<file path="src/rtl/store_buffer.sv">
// store_buffer: posted-write FIFO between MEM and the 16-word data memory.
// Loads own the single memory port; buffered stores retire only in cycles
// without a load. Loads forward from the youngest matching buffered store.

// One buffer slot's forwarding compare: the slot is live when its age
// (distance from head) is below count, and it hits when its word index
// matches the load's word index.
module store_buffer_slot #(
    parameter int SLOT  = 0,
    parameter int PTR_W = 2,
    parameter int CNT_W = 3,
    parameter int IDX_W = 4
) (
    input  logic [PTR_W-1:0] head,
    input  logic [CNT_W-1:0] count,
    input  logic [IDX_W-1:0] idx,
    input  logic [IDX_W-1:0] ld_idx,
    output logic             hit,
    output logic [PTR_W-1:0] age
);

    // age wraps modulo DEPTH because pointers are PTR_W bits wide
    always_comb begin
        age = PTR_W'(SLOT) - head;
        hit = (CNT_W'(age) < count) && (idx == ld_idx);
    end

endmodule

module store_buffer #(
    parameter int DEPTH  = 4,
    parameter int ADDR_W = 6
) (
    input  logic              clk,
    input  logic              rst_n,
    input  logic              st_valid,
    input  logic [ADDR_W-1:0] st_addr,
    input  logic [31:0]       st_wdata,
    input  logic              ld_valid,
    input  logic [ADDR_W-1:0] ld_addr,
    output logic [31:0]       ld_rdata,
    output logic              stall,
    output logic              empty,
    output logic [ADDR_W-1:0] dmem_addr,
    output logic              dmem_we,
    output logic [31:0]       dmem_wdata,
    input  logic [31:0]       dmem_rdata
);

    localparam int PTR_W = $clog2(DEPTH);
    localparam int CNT_W = $clog2(DEPTH + 1);
    localparam int IDX_W = ADDR_W - 2;

    typedef struct packed {
        logic [IDX_W-1:0] idx;
        logic [31:0]      data;
    } entry_t;

    entry_t            entries [DEPTH];
    logic [PTR_W-1:0]  head;
    logic [PTR_W-1:0]  tail;
    logic [CNT_W-1:0]  count;

    logic              full;
    logic              drain;
    logic              accept;

    logic [DEPTH-1:0]  slot_hit;
    logic [PTR_W-1:0]  slot_age [DEPTH];
    logic              fwd_hit;
    logic [PTR_W-1:0]  fwd_age;
    logic [31:0]       fwd_data;

    // Byte-lane bits are meaningless at word granularity.
    logic unused_byte_bits;
    assign unused_byte_bits = ^{st_addr[1:0], ld_addr[1:0]};

    assign full   = (count == CNT_W'(DEPTH));
    assign drain  = dmem_we;
    assign accept = st_valid && (!full || drain);
    assign stall  = st_valid && !accept;
    assign empty  = (count == '0);

    // Port arbitration: a load always wins; otherwise retire the head store.
    always_comb begin
        dmem_addr  = '0;
        dmem_we    = 1'b0;
        dmem_wdata = '0;
        if (ld_valid) begin
            dmem_addr = ld_addr;
        end else if (count != '0) begin
            dmem_addr  = {entries[head].idx, 2'b00};
            dmem_wdata = entries[head].data;
            dmem_we    = 1'b1;
        end
    end

    // Per-slot forwarding compares.
    for (genvar s = 0; s < DEPTH; s++) begin : g_slot
        store_buffer_slot #(
            .SLOT  (s),
            .PTR_W (PTR_W),
            .CNT_W (CNT_W),
            .IDX_W (IDX_W)
        ) u_slot (
            .head   (head),
            .count  (count),
            .idx    (entries[s].idx),
            .ld_idx (ld_addr[ADDR_W-1:2]),
            .hit    (slot_hit[s]),
            .age    (slot_age[s])
        );
    end

    // Pick the youngest hit (largest age); a miss falls through to memory.
    always_comb begin
        fwd_hit  = 1'b0;
        fwd_age  = '0;
        fwd_data = '0;
        for (int s = 0; s < DEPTH; s++) begin
            if (slot_hit[s] && (!fwd_hit || slot_age[s] > fwd_age)) begin
                fwd_hit  = 1'b1;
                fwd_age  = slot_age[s];
                fwd_data = entries[s].data;
            end
        end
        ld_rdata = fwd_hit ? fwd_data : dmem_rdata;
    end

    // FIFO state: drain pops head, accept pushes tail; both together keep count.
    always_ff @(posedge clk) begin
        if (!rst_n) begin
            head  <= '0;
            tail  <= '0;
            count <= '0;
        end else begin
            if (drain) begin
                head <= head + PTR_W'(1);
            end
            if (accept) begin
                entries[tail].idx  <= st_addr[ADDR_W-1:2];
                entries[tail].data <= st_wdata;
                tail               <= tail + PTR_W'(1);
            end
            if (accept && !drain) begin
                count <= count + CNT_W'(1);
            end else if (drain && !accept) begin
                count <= count - CNT_W'(1);
            end
        end
    end

endmodule

</file>
<file path="config.mk">
export PLATFORM = sky130hd
export DESIGN_NAME = store_buffer
export DESIGN_NICKNAME = d
export VERILOG_FILES = /design/src/rtl/store_buffer.sv
export SDC_FILE = /design/constraint.sdc
export NUM_CORES = 1
export LEC_CHECK = 0
export BUFFER_PORTS_ARGS = -buffer_cell sky130_fd_sc_hd__buf_2
export CELL_PAD_IN_SITES_DETAIL_PLACEMENT = 1
export CELL_PAD_IN_SITES_GLOBAL_PLACEMENT = 2
export CORE_UTILIZATION = 35
export CTS_CLUSTER_SIZE = 8
export DETAILED_ROUTE_END_ITERATION = 10
export GPL_TIMING_DRIVEN = 0
export PLACE_DENSITY_LB_ADDON = 0.1
export SETUP_SLACK_MARGIN = 0.2
export SYNTH_ARGS = -nofsm -noshare
export SYNTH_HDL_FRONTEND = slang
export SYNTH_HIERARCHICAL = 1
export SYNTH_SLANG_ARGS = --single-unit
export TNS_END_PERCENT = 5
</file>
<file path="constraint.sdc">
create_clock -name clk -period 5.3 [get_ports clk]
set_input_delay 0.265 -clock clk [delete_from_list [all_inputs] [get_ports clk]]
set_output_delay 0.265 -clock clk [all_outputs]
set_load 0.005 [all_outputs]
</file>
Word level (Yosys, flattened, before mapping)
Memory sizes are Yosys's and may differ from the RTL's. A register that Yosys moved wholly into a read port is not among the register bits.
Cells that the tools add are included.
{"block": "word_totals", "ff_bits": 7, "ram_bits": 144, "input_bits": 80, "out_inout_bits": 73, "word_cells": 73, "mem_count": 1}
{"block": "op_classes", "add_sub_neg": 8, "order_cmp": 7, "eq_ne": 5, "muxes": 25, "n_reduce_logical": 24}
{"memory": "entries", "words": 4, "word_bits": 36, "read_ports": 5, "rd_clocked_by_memory_dff": 1, "write_ports": 1, "line": "59", "rtl": "entry_t entries [DEPTH];"}
{"operator": "2-to-1 mux 32 bit", "n": 7}
{"operator": "== test 4 bit", "n": 4}
{"operator": "less-than comparator 2 x 3 -> 1 bit", "n": 4}
{"operator": "2-to-1 mux 6 bit", "n": 2}
{"operator": "logical AND 1 bit", "n": 11}
{"operator": "2-to-1 mux 2 bit", "n": 5}
{"operator": "2-to-1 mux 1 bit", "n": 9}
{"operator": "greater-than comparator 2 bit", "n": 3}
{"operator": "zero test 1 bit", "n": 6}
{"operator": "2-to-1 mux 3 bit", "n": 2}
{"operator": "adder 2 x 1 -> 2 bit, second input constant", "n": 2}
{"operator": "logical OR 1 bit", "n": 4}
{"operator": "subtractor 1 x 2 -> 2 bit, first input constant", "n": 2}
{"operator": "subtractor 2 bit, first input constant", "n": 2}
{"operator": "adder 3 x 1 -> 3 bit, second input constant", "n": 1}
{"operator": "== test 3 bit, second input constant", "n": 1}
{"operator": "zero test 3 bit", "n": 1}
{"operator": "nonzero test 3 bit", "n": 1}
{"operator": "subtractor 3 x 1 -> 3 bit, second input constant", "n": 1}
{"operator": "nonzero test 2 bit", "n": 1}

Depth between registers and ports, before layout
{"block": "depth", "depth_word": 17, "depth_mapped": 28, "ltp_nobuf": 22}

Modules after synthesis
The synthesis kept the hierarchy.
{"mod": "store_buffer", "instances": 1, "cells_each": 517, "area_each_um2": 7581.0, "seq_area_each_um2": 4504.3}
{"mod": "store_buffer_slot at g_slot[0].u_slot ...", "instances": 2, "cells_each": 12, "area_each_um2": 92.6, "seq_area_each_um2": 0.0}
{"mod": "store_buffer_slot at g_slot[1].u_slot", "instances": 1, "cells_each": 12, "area_each_um2": 85.1, "seq_area_each_um2": 0.0}
{"mod": "store_buffer_slot at g_slot[3].u_slot", "instances": 1, "cells_each": 12, "area_each_um2": 81.3, "seq_area_each_um2": 0.0}

Worst setup path before layout
No wires, ideal clock.
{"block": "synth_timing", "path_type": "register to output", "from": "register head[0]", "to": "output port ld_rdata[19]", "arrival_time_ns": 5.522, "path_slack_ns": -0.487, "path_stages_with_launch": 27, "path_cell_list": "dfxtp_1 xor2_1 ha_1 a21oi_1 o21a_1 buf_4 clkbuf_1 nand2_1 ha_1 and2b_1 o311a_1 buf_6 buf_2 a21oi_1 ha_1 nor2b_1 o311ai_4 buf_4 nor2_1 a21o_1 ha_1 nor2b_1 o211ai_1 nor2b_1 clkbuf_1 a221oi_1 a21oi_1"}
{"element": "start, declared", "line": "60", "rtl": "logic [PTR_W-1:0] head;"}
{"element": "start signal, assigned", "line": "138", "rtl": "head <= head + PTR_W'(1);"}
{"element": "end, declared", "line": "41", "rtl": "output logic [31:0] ld_rdata,"}

==> results.yml <==
sta:
  post-route-min-period_ns: 5.95
  maxSlewHeadroom_pct: 37.2
  finalHoldViolations: 0
  period_share_pct: 112
  fmax_mhz: 168
  rsz0062_at_grt: "yes"
  tightest_slew_ns: 0.942
  drv_slew: 0
  clock_skew_ns: 0.0122
  finalSetupViolCount: 32
  layout_setup_ws_ns: -0.646
global_route:
  grt_antenna_before_repair: 2
  grt_pass1_vias: 6639
  grt_max_degree: 26
  track_usage_pct: 23.9
  overflow: 0
  grt_pass1_wl_um: 40900
floorplanning:
  die-area_um2: 23300
  ios: 153
  start_util_pct: 36.0
  fp-row-count: 54
  die_h_um: 153
  core_area_um2: 22000
  dieWidth_um: 153
routing:
  ant_nets: 0
  totalWireLength_um: 27200
  routedWlPerCell_um: 25.7
  drcViolationCount: 3
  dr.pass1.iters: 9
  detail_route.iter0.violations: 356
  num_vias: 6065
  avgViaCountPerCell: 5.73
outcome:
  outcome: "finished, violations left"
  failed_checks: "DRC, setup timing"
worst_setup_path:
  slowest_delay_ns: 0.37
  reg2regPathDepth: 8
  startpoint: "head[1]"
  cp.arrival_ns: 5.68
  r2r_end: "count[2]"
  required_ns: 5.04
  cpMaxStageDelayCell: "o311ai_4"
  crit_type: "reg -> out"
  crit_path_end_kind: "output pin"
  cp-start-kind: "register"
  r2r_setup_slack_ns: 2.66
  r2r_start: "count[0]"
  path_max_fanout: 8
pwr:
  p_comb_share_pct: 37.5
  max-vdd-ir-drop_mv: 0.202
  power.internal_w: 0.00288
  p_leak_nw: 3.76
  switching_power_w: 0.00148
  cellPowerDensity_nw_per_um2: 425
  p_clk_share_pct: 28.9
  finalPower_w: 0.00436
  netSwitchingFraction_pct: 34.0
  seq_power_share_pct: 33.5
logic_synthesis:
  avgSynthCellArea_um2: 14.0
  ys_ff_latch: 153
  synth-edff-count: 144
  ys_top_cells_by_area: "edfxtp_1 55%, mux4_2 10%, and2_1 3.3%"
  synth.distinct_cells: 48
  synth_top_area_share_pct: 54.5
  netlist_instances: 565
  synth_common_cells: "144 x edfxtp_1, 42 x and2_1, 39 x a21oi_1, 36 x mux4_2, 30 x o22ai_1"
  synth_warnings: 6
  synth_nets: 661
  async_flop_share_pct: 0
  ys_seq_area_share_pct: 56.8
  yosysMostFrequentCell: "edfxtp_1"
  syn-cell-area_um2: 7930
  synth_ff_type: "edfxtp_1"
  synth_top_area_cell: "edfxtp_1"
min_path:
  hp-start: "st_wdata[24]"
  whs_path_depth: 1
  whs_endpoint: "entries[1][24]"
  min_path_type: "in -> reg"
placed_design:
  dp_cells: 998
  hpwl_um: 18200
  gp_congestion: 0.754
  port_buffers: 149
cts:
  clkTransAtPathRegs_ns: 0.07
  clockRootBuffer: "clkbuf_16"
  cts_buffer_depth: 2
  clk-insertion-delay-late_ns: 0.43
  hold_buffers: 0
  htree_levels: 4
  cts_buffers: 17
  tritoncts: "done"
  cts.sinks: 153
finish:
  nets: 860
  seq_area_um2: 4510
  multi_input_area_um2: 3290
  fillCellCount: 2268
  drive_gt1_share_pct: 42.9
  area_growth_pct: 29.4
  final_cell_count_no_fill: 1058
run:
  cap_viol_max_count: 0
stage by stage:
stage	worst slack [ns]	util (%)	instance area [um^2]	setup TNS, ns	hold WS (ns)
3_5_place_dp	-1.54	41.7	9190	-43.64	0.484
4_1_cts	-0.597	46.0	10100	-16.56	0.0351
3_3_place_gp	-1.55	41.3	9110	-43.62	0.472
2_1_floorplan	-0.0782	-	8010	-1.67	0.364
5_1_grt	-0.849	46.6	10300	-24.29	0.0425
6_report	-0.646	46.6	10300	-18.14	0.0445
layout by cell type, fill, tap and decap left out, drive strengths merged, types with 2 or more instances in the layout:
cell      count
a21oi        39
inv          26
ha           15
nand3         2
and2         42
xnor2         5
o221ai       15
nor3          2
o21ai         3
bufinv        2
clkbuf       37
nor4          5
xor2         18
a22o          4
edfxtp      144
and3          4
o211ai        3
o21a          5
mux4         36
o311a         2
buf         209
clkinvlp      3
o2bb2ai      16
a221oi       32
nor2          7
nor2b         5
a31oi        17
nand2b        2
nand2        28
o22ai        30
dfxtp         9
worst max-delay path, delay by kind of cell (launching register included):
family | cells | cell delay, ns
AND/OR/NAND/NOR | 5 | 0.65
flip-flops | 1 | 0.35
adder cells (fa/ha/maj) | 4 | 0.95
XOR/XNOR | 1 | 0.18
buffers and inverters | 11 | 1.43
AO/OA/AOI/OAI | 9 | 1.67
how the worst max path moves through the flow:
stage | to | slack, ns | cells after the start
4_1_cts | ld_rdata[25] | -0.60 | 30
6_report | ld_rdata[24] | -0.65 | 30
3_5_place_dp | ld_rdata[11] | -1.54 | 26
2_1_floorplan | ld_rdata[28] | -0.08 | 27
5_1_grt | ld_rdata[24] | -0.85 | 30
3_3_place_gp | ld_rdata[11] | -1.55 | 26
registers in the layout, indices dropped and copies added, names as in the netlist, named ones only:
name,count
entries,144
count,3
head,2
tail,2
layer usage:
| layer | GRT usage [%] | wire (um) | vias up |
|---|---|---|---|
| li1 | - | - | 2689 |
| met1 | 30.4 | 11300 | 3144 |
| met2 | 41.9 | 13900 | 195 |
| met3 | 4.35 | 1410 | 35 |
| met4 | 6.54 | 497 | 2 |
| met5 | 0 | 10 | - |
power by group through the flow:
stage          registers (W)  clock network [W]  logic, W
2_1_floorplan        0.00148                  0  0.000924
3_3_place_gp         0.00150                  0   0.00146
3_5_place_dp         0.00150                  0   0.00150
4_1_cts              0.00146            0.00128   0.00162
5_1_grt              0.00147            0.00132   0.00178
6_report             0.00146            0.00126   0.00163
timing repair:
item	in CTS	in global routing
pin swaps	15	9
setup buffers	21	6
endpoints found under the setup margin	32	32
gates resized for setup	40	16
cell families (layout without fill, tap and decap cells):
kind of cell	Yosys count	in the layout	share of synthesized area (%)
AND/OR/NAND/NOR	100	100	6.96
other	0	1	0
buffers and inverters	66	278	4.31
AO/OA/AOI/OAI	169	169	16.3
adder cells (fa/ha/maj)	16	16	2.62
XOR/XNOR	23	23	2.54
flip-flops	153	153	56.8
multiplexers	38	38	10.5
area by class of cell:
class | instances | area share (%)
antenna | 1 | 0.0244
buffer | 48 | 3.72
clock buffer | 18 | 4.18
clock inverter | 14 | 1.74
inverter | 18 | 0.658
multi-input combinational | 346 | 32.1
sequential | 153 | 44.0
tap | 280 | 3.41
timing repair buffer | 180 | 10.2
No activity file was read; power rests on OpenSTA's default activity.
